`config.mk`:
```
export PLATFORM = sky130hd
export DESIGN_NAME = dmem_arbiter
export DESIGN_NICKNAME = d
export VERILOG_FILES = /design/src/rtl/dmem_arbiter_pkg.sv /design/src/rtl/dmem_arbiter_rr_arbiter.sv /design/src/rtl/dmem_arbiter.sv
export SDC_FILE = /design/constraint.sdc
export NUM_CORES = 1
export LEC_CHECK = 0
export BUFFER_PORTS_ARGS = -buffer_cell sky130_fd_sc_hd__buf_2
export CORE_AREA = 4 4 106 108
export CTS_CLUSTER_SIZE = 40
export DETAILED_ROUTE_END_ITERATION = 10
export DIE_AREA = 0 0 110 112
export HOLD_SLACK_MARGIN = 0.12
export PLACE_DENSITY = 0.56
export SLEW_MARGIN = 15
export SYNTH_ARGS = -nofsm -noshare
export SYNTH_HDL_FRONTEND = slang
export SYNTH_HIERARCHICAL = 1
export SYNTH_SLANG_ARGS = --single-unit
```
`constraint.sdc`:
```
create_clock -name clk -period 1.6 [get_ports clk]
set_input_delay 0.16 -clock clk [delete_from_list [all_inputs] [get_ports clk]]
set_output_delay 0.16 -clock clk [all_outputs]
set_load 0.05 [all_outputs]
```
`src/rtl/dmem_arbiter_pkg.sv`:
```
// Shared types and helpers for the data-memory arbiter.
//   dmem_arb_state_e : arbiter FSM states (IDLE, BUSY).
//   rr_pick()        : round-robin winner search starting at a priority pointer.
//   DMEM_BE_W        : byte-enable width for the default 32-bit data path.
package dmem_arbiter_pkg;

  typedef enum logic {
    IDLE,
    BUSY
  } dmem_arb_state_e;

  localparam int DMEM_DW    = 32;
  localparam int DMEM_BE_W  = DMEM_DW / 8;

  // Widest request vector rr_pick can scan; requester counts above this are unsupported.
  localparam int RR_MAX_REQ = 32;

  // First index i with req[i]=1, scanning ptr, ptr+1, ... mod n. Returns 0 when no request.
  function automatic int unsigned rr_pick(input logic [RR_MAX_REQ-1:0] req,
                                          input int unsigned ptr,
                                          input int unsigned n);
    int unsigned idx;
    logic        found;
    rr_pick = 0;
    found   = 1'b0;
    for (int unsigned k = 0; k < RR_MAX_REQ; k++) begin
      if (k < n) begin
        idx = (ptr + k) % n;
        if (!found && req[idx]) begin
          rr_pick = idx;
          found   = 1'b1;
        end
      end
    end
  endfunction

endpackage

```
`src/rtl/dmem_arbiter_rr_arbiter.sv`:
```
// Round-robin requester selection with its priority pointer.
//   clk, rst : clock and synchronous active-high reset (pointer returns to 0).
//   req      : per-requester request vector.
//   advance  : a grant to win is taken this cycle; pointer moves past the winner.
//   win      : index of the selected requester (valid when any_req).
//   any_req  : at least one request is pending.
module rr_arbiter
  import dmem_arbiter_pkg::*;
#(
  parameter int NREQ = 2
) (
  input  logic                                    clk,
  input  logic                                    rst,
  input  logic [NREQ-1:0]                         req,
  input  logic                                    advance,
  output logic [((NREQ > 1) ? $clog2(NREQ) : 1)-1:0] win,
  output logic                                    any_req
);

  localparam int PW = (NREQ > 1) ? $clog2(NREQ) : 1;

  logic [PW-1:0] ptr;

  always_comb begin
    any_req = |req;
    win     = PW'(rr_pick(RR_MAX_REQ'(req), 32'(ptr), NREQ));
  end

  always_ff @(posedge clk) begin
    if (rst) begin
      ptr <= '0;
    end else if (advance) begin
      ptr <= PW'((32'(win) + 32'd1) % NREQ);
    end
  end

endmodule

```
`src/rtl/dmem_arbiter.sv`:
```
// Round-robin arbiter sharing a single-port, fixed-latency data memory.
// One access is outstanding at a time; with MEM_LAT=1 grants pipeline back to back.
//   clk, rst   : clock and synchronous active-high reset (all outputs 0 while rst=1).
//   req/we/addr/wdata/be : per-requester access, packed, requester i in slice i.
//   gnt        : one-hot grant pulse, access accepted this cycle.
//   rvalid     : one-hot completion pulse to the access owner.
//   rdata      : shared read data, qualified by rvalid.
//   busy       : an access is outstanding.
//   mem_*      : memory-side strobe, write enable, address, data, byte enables, read data.
module dmem_arbiter
  import dmem_arbiter_pkg::*;
#(
  parameter int NREQ    = 2,
  parameter int AW      = 32,
  parameter int DW      = 32,
  parameter int MEM_LAT = 1
) (
  input  logic                     clk,
  input  logic                     rst,
  input  logic [NREQ-1:0]          req,
  input  logic [NREQ-1:0]          we,
  input  logic [NREQ*AW-1:0]       addr,
  input  logic [NREQ*DW-1:0]       wdata,
  input  logic [NREQ*(DW/8)-1:0]   be,
  output logic [NREQ-1:0]          gnt,
  output logic [NREQ-1:0]          rvalid,
  output logic [DW-1:0]            rdata,
  output logic                     busy,
  output logic                     mem_req,
  output logic                     mem_we,
  output logic [AW-1:0]            mem_addr,
  output logic [DW-1:0]            mem_wdata,
  output logic [(DW/8)-1:0]        mem_be,
  input  logic [DW-1:0]            mem_rdata
);

  localparam int BW = DW / 8;
  localparam int PW = (NREQ > 1) ? $clog2(NREQ) : 1;
  localparam int CW = $clog2(MEM_LAT + 1);

  dmem_arb_state_e state, state_nxt;
  logic [PW-1:0]   owner;
  logic [PW-1:0]   win;
  logic [CW-1:0]   cnt;
  logic            any_req;
  logic            last_cycle;
  logic            accept_ok;
  logic            grant;

  rr_arbiter #(.NREQ(NREQ)) u_rr (
    .clk     (clk),
    .rst     (rst),
    .req     (req),
    .advance (grant),
    .win     (win),
    .any_req (any_req)
  );

  // Grant and completion are gated by rst so every output reads 0 during reset,
  // including the cycle where rst rises mid-access (that access is abandoned).
  always_comb begin
    last_cycle = (state == BUSY) && (cnt == CW'(1));
    accept_ok  = (state == IDLE) || last_cycle;
    grant      = !rst && accept_ok && any_req;
    busy       = !rst && (state == BUSY);

    gnt       = '0;
    rvalid    = '0;
    rdata     = '0;
    mem_req   = grant;
    mem_we    = 1'b0;
    mem_addr  = '0;
    mem_wdata = '0;
    mem_be    = '0;

    for (int unsigned i = 0; i < NREQ; i++) begin
      if (grant && (win == PW'(i))) begin
        gnt[i]    = 1'b1;
        mem_we    = we[i];
        mem_addr  = addr[i*AW +: AW];
        mem_wdata = wdata[i*DW +: DW];
        mem_be    = be[i*BW +: BW];
      end
      if (!rst && last_cycle && (owner == PW'(i))) begin
        rvalid[i] = 1'b1;
      end
    end
    if (!rst && last_cycle) begin
      rdata = mem_rdata;
    end

    state_nxt = state;
    if (grant) begin
      state_nxt = BUSY;
    end else if (last_cycle) begin
      state_nxt = IDLE;
    end
  end

  always_ff @(posedge clk) begin
    if (rst) begin
      state <= IDLE;
      owner <= '0;
      cnt   <= '0;
    end else begin
      state <= state_nxt;
      if (grant) begin
        owner <= win;
        cnt   <= CW'(MEM_LAT);
      end else if (state == BUSY) begin
        cnt <= cnt - CW'(1);
      end
    end
  end

endmodule

```
Yosys cells after proc, flatten, opt, wreduce, memory -nomap -nowiden
Cells that the tools add are included.
{"block": "word_totals", "reg_bits": 4, "in_bits": 174, "output_inout_bits": 107, "elab_cells": 52}
{"block": "op_classes", "add_sub_neg": 3, "n_lt_le_gt_ge": 2, "n_mux": 24, "bitwise_logic": 3, "reduce_logical": 16}
{"op": "$mux 32", "n": 5}
{"op": "$mux 1", "n": 17}
{"op": "$lt 1x6->1 const B", "n": 2}
{"op": "$logic_and 1x1->1", "n": 10}
{"op": "$mux 4", "n": 2}
{"op": "$reduce_bool 2->1", "n": 2}
{"op": "$not 1->1", "n": 3}
{"op": "$add 1x1->1 const B", "n": 2}
{"op": "$logic_not 1->1", "n": 2}
{"op": "$reduce_or 2->1", "n": 1}
{"op": "$logic_or 1x1->1", "n": 1}
{"op": "$sub 1x1->1 const B", "n": 1}

Longest topological paths before layout
Gate-level depths: netlist of run 1.
{"block": "depth", "ltp_word": 10, "mapped_depth": 7, "depth_no_buf": 5}

By module
The synthesis of run 1 kept the hierarchy.
{"mod": "dmem_arbiter", "n_inst": 1, "cells_each": 212, "area_per_inst_um2": 1448.9, "seq_area_each_um2": 60.1}
{"mod": "rr_arbiter", "n_inst": 1, "cells_each": 6, "area_per_inst_um2": 66.3, "seq_area_each_um2": 20.0}

Least setup slack after synthesis of run 1
Ideal clock, no wire load.
{"block": "synth_timing", "path_type": "register -> output", "startpoint": "reg (tool-made name)", "endpoint": "out mem_addr[0]", "arrival_ps": 1958, "t_required_ps": 1440, "slack_ps": -518, "stages_incl_launch_ff": 7, "n_path_buf": 2, "cell_sequence": "dfxtp_1 > nand2b_4 > and2_2 > buf_2 > clkbuf_1 > mux2i_1 > nor2_1"}
{"element": "end, declared", "line_no": "dmem_arbiter.sv:31", "text": "output logic [AW-1:0] mem_addr,"}

Final worst setup path of run 1
{"block": "layout_timing", "startpoint": "reg state", "endpoint": "out mem_be[2]"}
{"block": "layout_between", "elab_chain_len": 7, "elab_cells_between_ends": 9, "classes_between": "mux: 2; bitwise: 1; reduce/logical: 6"}
{"element": "start, declared", "line_no": "dmem_arbiter.sv:41", "text": "dmem_arb_state_e state, state_nxt;"}
{"element": "start signal, assigned", "line_no": "dmem_arbiter.sv:106", "text": "state <= state_nxt;"}
{"element": "$logic_and 1x1->1 / $not 1->1 (equally long branches)", "line_no": "dmem_arbiter.sv:62, dmem_arbiter.sv:63"}
{"element": "$logic_or 1x1->1 (*)", "line_no": "dmem_arbiter.sv:63", "text": "accept_ok = (state == IDLE) || last_cycle;"}
{"element": "$logic_and 1x1->1 (*) (2 in series)", "line_no": "dmem_arbiter.sv:64", "text": "grant = !rst && accept_ok && any_req;"}
{"element": "$logic_and 1x1->1", "line_no": "dmem_arbiter.sv:77", "text": "if (grant && (win == PW'(i))) begin"}
{"element": "$mux 4", "line_no": "dmem_arbiter.sv:77"}
{"element": "$mux 4 (*)", "line_no": "dmem_arbiter.sv:77"}
{"element": "end, declared", "line_no": "dmem_arbiter.sv:33", "text": "output logic [(DW/8)-1:0] mem_be,"}
Every way passes the cells marked *; elsewhere a longest branch is shown, timed or not.

==> results by group, run 1 <==
Outcome
  – Outcome: finished with violations
  – Violated checks: setup timing

Setup path
  – Required @ worst endpoint: roughly 1.4 ns
  – Worst Path Max Fanout: 8
  – Startpoint Class: flip-flop
  – Setup crit start: state$_SDFFE_PP0P_
  – Reg-to-reg critical path startpoint: state$_SDFFE_PP0P_
  – Reg2Reg Setup Slack: 0.07 ns
  – Critical path type: reg2out
  – Worst setup path endpoint: mem_be[2]
  – Crit. End Element: output port
  – Worst Path Arrival: ~1.8 ns
  – FF-to-FF path depth: 6

Die
  – IO Pins: 281
  – CORE AREA: a little over 10000 um2
  – Die ar.: around 12000 um2
  – Die width: around 110 um
  – Die Y-Extent: roughly 110 um
  – Initial Util: about 15%
  – FP Rows: 37

Yosys
  – Adder-cell share of the synthesized area: 0%
  – Seq/Total Area, Yosys: roughly 5.3%
  – Compound-gate portion of the synthesized area: less than 1%
  – Post-synthesis mux area share: a little under half
  – Synth async-reset ratio: 0%
  – Synth Flop Type: dfxtp_1
  – Post-Synth Simple-Gate Area: roughly 37%
  – Mapped Avg Cell Area: approximately 7.0 um2
  – Commonest cells post-synth: nor2_1 (75), mux2i_1 (70), and3_1 (33)
  – Post-Syn Instances: approximately 220
  – Number of synthesized flops with an enable pin: 0
  – Top-count cell post-synth: nor2_1
  – Synth Area in XOR/XNOR: 0%
  – Top cell type's share of synthesized area: 46.2%
  – Synth unique cells: 18
  – Largest cells by area after synthesis: mux2i_1 (46%), nor2_1 (19%), and3_1 (14%)
  – Yosys warns: 6
  – #FFs+latches synth: 4
  – Largest family of logic cells by synthesized area: multiplexers
  – Syn Std Cell Area: around 1500 um2
  – Leading area contributor after synthesis: mux2i_1
  – Syn nets: approximately 390

Min path
  – Hold Crit Class: in2reg
  – Hold wc startpoint: req[1]

Placement
  – Placed instance area: approximately 4000 um2
  – Placed Cells: 649
  – Place WS: -0.145 ns
  – IO buf count: 280
  – RD Place Congestion: between 0.8 and 0.9
  – Dpl hpwl: roughly 7600 um

Global routing
  – Met3 Use GR: between 2 and 2.5%
  – Met1 Use GR: approximately 14%
  – Met2 GRT Util: 29.4%
  – GRT Total Usage: between 10% and 20%
  – Largest net degree at the start of global routing: 36
  – Vias in the first global route: around 2.9k
  – Global route overflow: 0
  – GR peak layer: met2
  – Global-route wire length before repair: around 14000 um
  – Number of antenna violations at the first check in global routing: 0

Route
  – Routed WL: between 10000 and 15000 um
  – Vias per std cell: 4.20
  – DR pass1 iterations: 4
  – Iter 0 DRT Violations: 77
  – Vias: between 2k and 3k
  – Routed wire per std cell: 16.0 um
  – Antenna-violating nets left: 0
  – DRC errors left: 0

Cells and area
  – Layout cells sized above 1: between 80% and 90%
  – Area delta synth->final: 259%
  – Fillers: 920
  – Final Util: about 53%
  – # diodes: 0
  – Cell Count, Final, Fillers Out: about 680
  – Post-route cell area: between 5000 and 6000 um2
  – Final net count: 715

CTS
  – Clk buf depth: 2
  – TritonCTS clock tree: done
  – Clock Tree Root: clkbuf_8
  – Clk_lat worst skew: 0.22 ns
  – # clock sinks: 4
  – Inserted Clock Buffers: 3
  – Hold_buf cts: 0
  – Worst-path clk slew: about 0.03 ns
  – Max H-tree Level: 1

STA
  – Fin. max-slew vios: 0
  – Fin crit share: 120%
  – RSZ-0062 raised after global routing: yes
  – Worst Slack Setup Final: -0.326 ns
  – Slew @ Worst Pin: 0.290 ns
  – Final Hold Fails: 0
  – Fmax: 0.519 GHz
  – Fin Clk Skew: around 0.0039 ns
  – Max-Slew Margin vs Limit: 80.1%
  – Setup violators final: between 70 and 80
  – Minimum clock period: just under 2 ns
  – Hold Slack: approximately 0.26 ns
  – TNS Setup: -18.47 ns

Power and ir drop
  – Tot Pwr: 2.54 mW
  – Internal cell power: 1.31 mW
  – Sw Ratio: 48.7%
  – Worst VDD drop: approximately 430 uV
  – Static Leak: approximately 2.6 nW
  – Sequential power share: ~4.6%
  – Pwr dens: roughly 470 nW/um2
  – Clk pwr share: 8.6%
  – Net Sw Power: around 1.2 mW
  – Combinational share of power: 86.8%

Flow run
  – Number of max-cap violations: 0
[how the worst min path moves through the flow]
stage | to | slack [ns] | cells past startpoint
after floorplan | cnt$_SDFFE_PP0P_ | 0.22 | 1
after global placement | flip-flop | 0.47 | 3
after detailed placement | cnt$_SDFFE_PP0P_ | 0.47 | 3
after CTS | flip-flop | 0.25 | 3
after global routing | flip-flop | 0.27 | 3
final | flip-flop | 0.26 | 3
[layout by cell type (no fill, tap or decap), types with 2 or more instances in the layout]
master	instances
and3_1	24
nor2b_4	2
nor2_4	70
buf_12	21
or3b_4	2
mux2i_2	28
buf_2	176
and3_2	9
clkbuf_4	10
mux2i_1	22
buf_4	47
buf_6	42
buf_8	36
dfxtp_2	3
clkbuf_16	4
buf_16	3
clkbuf_8	3
mux2i_4	20
nor2_1	4
[layout make-up]
type,instances,area (um2),area share (%)
clock buffer,3,41.3,0.759
tap,136,170,3.13
sequential,4,83.8,1.54
timing repair buffer,339,2930,53.8
multi-input combinational,191,2210,40.6
inverter,2,11.3,0.207
[power groups by stage]
stage	clock [mW]	combinational (mW)	sequential, mW
after floorplan	0	1.08	0.116
after global placement	0	1.61	0.115
after detailed placement	0	1.63	0.115
after CTS	0.221	1.95	0.115
after global routing	0.233	2.31	0.118
final	0.219	2.21	0.117
[repair_timing]
| item | in CTS | in global routing |
|---|---|---|
| pin swaps | 1 | 37 |
| setup buffers | 6 | 9 |
| resized for setup | 189 | 134 |
| gates cloned | 3 | 6 |
| setup endpoints to repair | 105 | 106 |
[worst max-delay path: stages (launching register included)]
cell     delay [ns]
dfxtp_2        0.32
nor2b_4        0.13
or3b_4         0.50
buf_12         0.19
buf_12         0.13
nor2_4         0.10
buf_6          0.16
[cell families (layout without fill, tap and decap cells)]
kind of cell	after synthesis	in the layout
muxes	70	70
and+or+nand+nor	119	120
DFF	4	4
AOI/OAI and AO/OA	1	1
buffers and inverters	24	344
[routing by layer]
| metal | up-vias | part of all wire (%) |
|---|---|---|
| li1 | 1395 | - |
| met1 | 1291 | 33 |
| met2 | 138 | 58 |
| met3 | 10 | 7.9 |
| met4 | 0 | 0.75 |
| met5 | - | 0 |
(Power assumes the default switching activity.)
==> run 2, diff against run 1 <==
ABC_AREA = 1   (was not set)
CORE_AREA = 4 4 108 110   (was 4 4 106 108)
DIE_AREA = 0 0 112 114   (was 0 0 110 112)
PLACE_DENSITY = 0.58   (was 0.56)
SLEW_MARGIN = 20   (was 15)
==> results by group, run 2 <==
Outcome
  – Outcome: finished with violations
  – Violated checks: setup timing

CTS
  – Hold_buf cts: 0 (unchanged)
  – TritonCTS clock tree: done
  – Clk buf depth: 2 (unchanged)
  – # clock sinks: 4 (unchanged)
  – Inserted Clock Buffers: 3 (unchanged)
  – Max H-tree Level: 1 (unchanged)
  – Worst-path clk slew: 0.03 ns (about the same)
  – Clk_lat worst skew: 0.22 ns (about the same)
  – Clock Tree Root: clkbuf_8

Yosys
  – Leading area contributor after synthesis: nand4_1
  – Synth async-reset ratio: 0% (unchanged)
  – Synth Flop Type: dfxtp_1
  – Seq/Total Area, Yosys: 4.30% (-0.98 points)
  – Mapped Avg Cell Area: 5.24 um2 (-25%)
  – Post-Syn Instances: 355 (+63%)
  – Largest cells by area after synthesis: nand4_1 (46%), nand2_1 (15%), inv_1 (7.9%)
  – Top-count cell post-synth: nand4_1
  – Yosys warns: 6 (unchanged)
  – Syn nets: 529 (+35%)
  – #FFs+latches synth: 4 (unchanged)
  – Synth unique cells: 17 (-1)
  – Commonest cells post-synth: nand4_1 (138), nand2_1 (75), inv_1 (39)
  – Top cell type's share of synthesized area: 46.4% (+0.16 points)
  – Number of synthesized flops with an enable pin: 0 (unchanged)
  – Syn Std Cell Area: 1860 um2 (+23%)

Power and ir drop
  – Internal cell power: 0.948 mW (-27%)
  – Net Sw Power: 1.14 mW (-7.6%)
  – Pwr dens: 457 nW/um2 (-2.2%)
  – Static Leak: 2.57 nW (about the same)
  – Sequential power share: 5.6% (+1.0 points)
  – Worst VDD drop: 212 uV (-51%)
  – Combinational share of power: 84.3% (-2.5 points)
  – Sw Ratio: 54.7% (+6.0 points)
  – Clk pwr share: 10.2% (+1.6 points)

Setup path
  – Worst Path Arrival: 1.50 ns (-0.27 ns)
  – CP Cell Sequence: inv_2 -> a21boi_4 -> buf_8 -> buf_6 -> nand4_1 -> nand2_1 -> buf_6
  – Worst Path Max Fanout: 8 (unchanged)
  – Highest-delay cell along the critical path: dfxtp_2
  – Most common cell on crit path: buf_6
  – Required @ worst endpoint: 1.44 ns (about the same)
  – Critical path type: reg2out
  – Reg-to-reg critical path startpoint: cnt$_SDFFE_PP0P_
  – Startpoint Class: flip-flop
  – Highest cell delay on the worst timing path: 0.32 ns (-0.18 ns)
  – Crit. End Element: output port

Die
  – Initial Util: 17.4% (+2.6 points)
  – FP Rows: 38 (+2.7%)
  – Die ar.: 12800 um2 (+3.6%)
  – Die width: 112 um (+1.8%)
  – Die Y-Extent: 114 um (+1.8%)
  – CORE AREA: 10700 um2 (+4.6%)
  – IO Pins: 281 (unchanged)

STA
  – Hold Slack: 0.252 ns (-0.0114 ns)
  – Fmax: 0.601 GHz (+16%)
  – Slew @ Worst Pin: 0.292 ns (+0.00191 ns)
  – Final Hold Fails: 0 (unchanged)
  – Fin. max-slew vios: 0 (unchanged)
  – RSZ-0062 raised after global routing: yes
  – Minimum clock period: 1.66 ns (-0.263 ns)
  – Max-Slew Margin vs Limit: 80.5% (+0.43 points)
  – Setup violators final: 39 (-46%)
  – Fin Clk Skew: 0.00378 ns (-0.0000706 ns)
  – Worst Slack Setup Final: -0.0632 ns (+0.263 ns)
  – Fin crit share: 104% (-16 points)

Min path
  – Hold wc startpoint: req[1]
  – Hold Crit Class: in2reg

Global routing
  – Number of antenna violations at the first check in global routing: 0 (unchanged)
  – Global-route wire length before repair: 16900 um (+20%)
  – Met3 Use GR: 4.24% (+1.8 points)
  – Met1 Use GR: 17.4% (+3.1 points)
  – Vias in the first global route: 3606 (+24%)
  – Global route overflow: 0 (unchanged)
  – Met2 GRT Util: 29.0% (-0.39 points)
  – GRT Total Usage: 15.7% (+1.7 points)
  – GR peak layer: met2
  – Largest net degree at the start of global routing: 77 (+110%)

Cells and area
  – Final net count: 810 (+13%)
  – # diodes: 0 (unchanged)
  – Commonest non-fill, non-tap cells in the layout: buf_2 (179), nand4_1 (138), buf_6 (80), nand2_1 (72), buf_4 (38)
  – Final Util: 42.8% (-10 points)
  – Layout cells sized above 1: 59.3% (-30 points)
  – Post-route cell area: 4580 um2 (-16%)
  – Commonest non-fill, non-tap cell in the layout: buf_2
  – Cell Count, Final, Fillers Out: 774 (+15%)
  – Area delta synth->final: 146%

Placement
  – IO buf count: 280 (unchanged)
  – Placed Cells: 761 (+17%)
  – Placed instance area: 3780 um2 (-5.1%)
  – RD Place Congestion: 0.902 (+11%)
  – Dpl hpwl: 8370 um (+10%)

Flow run
  – Number of max-cap violations: 0 (unchanged)

Route
  – Iter 0 DRT Violations: 219 (+180%)
  – Antenna-violating nets left: 0 (unchanged)
  – Vias: 3674 (+30%)
  – Routed wire per std cell: 14.4 um (-9.9%)
  – DR pass1 iterations: 4 (unchanged)
  – DRC errors left: 0 (unchanged)
  – Routed WL: 11200 um (+3.3%)
  – Vias per std cell: 4.75 (+13%)
## run 2: layer usage
layer	vias to the layer above	part of all wire [%]
li1	1826	-
met1	1610	38
met2	214	50
met3	24	9.8
met4	0	2.5
met5	-	0
## run 2: cell type report
| class | count | area (um2) |
|---|---|---|
| tap | 140 | 175 |
| multi-input combinational | 261 | 1620 |
| timing repair buffer | 324 | 2480 |
| fill | 1060 | 6120 |
| sequential | 4 | 82.6 |
| clock buffer | 3 | 41.3 |
| inverter | 42 | 174 |
## run 2: path summary, 6_finish.rpt
check / to / slack, ns / cells after the start
hold / removal: flip-flop / 0.25 / 4
setup reg to reg: flip-flop / 0.37 / 9
hold reg to reg: owner$_SDFFE_PP0P_ / 0.49 / 2
setup / recovery: mem_wdata[28] / -0.06 / 7
## run 2: power by group through the flow
stage               clock, mW  sequential, mW  combinational, mW
detailed placement          0           0.117               1.47
CTS                     0.219           0.116               1.73
finish                  0.213           0.116               1.76
floorplan                   0           0.115              0.976
global route            0.226           0.117               1.87
global placement            0           0.116               1.46
## run 2: critical path, delay by kind of cell, from the launching register on
kind / cells / cell delay, ns
buffers and inverters: 4 / 0.53
and+or+nand+nor: 2 / 0.26
DFF: 1 / 0.32
AOI/OAI and AO/OA: 1 / 0.18
## run 2: kinds of logic after synthesis
| group | synth area share [%] |
|---|---|
| and+or+nand+nor | 71.5 |
| DFF | 4.30 |
| AOI/OAI and AO/OA | 1.21 |
| buffers and inverters | 23.0 |
## run 2: what timing repair did
item | in CTS | in global routing
endpoints found under the setup margin | 101 | 94
resized for setup | 181 | 21
gates cloned | 3 | 2
setup buffers | 3 | 2
pin swaps | 29 | 28
## run 2: per-stage QoR
step / setup TNS (ns) / setup WS [ns] / power [mW]
floorplan: -0.0441 / -0.00220 / 1.09
global placement: 0 / 0.0117 / 1.58
detailed placement: -0.0110 / -0.00918 / 1.59
CTS: -2.41 / -0.0668 / 2.06
global route: -7.09 / -0.178 / 2.21
finish: -0.517 / -0.0632 / 2.09
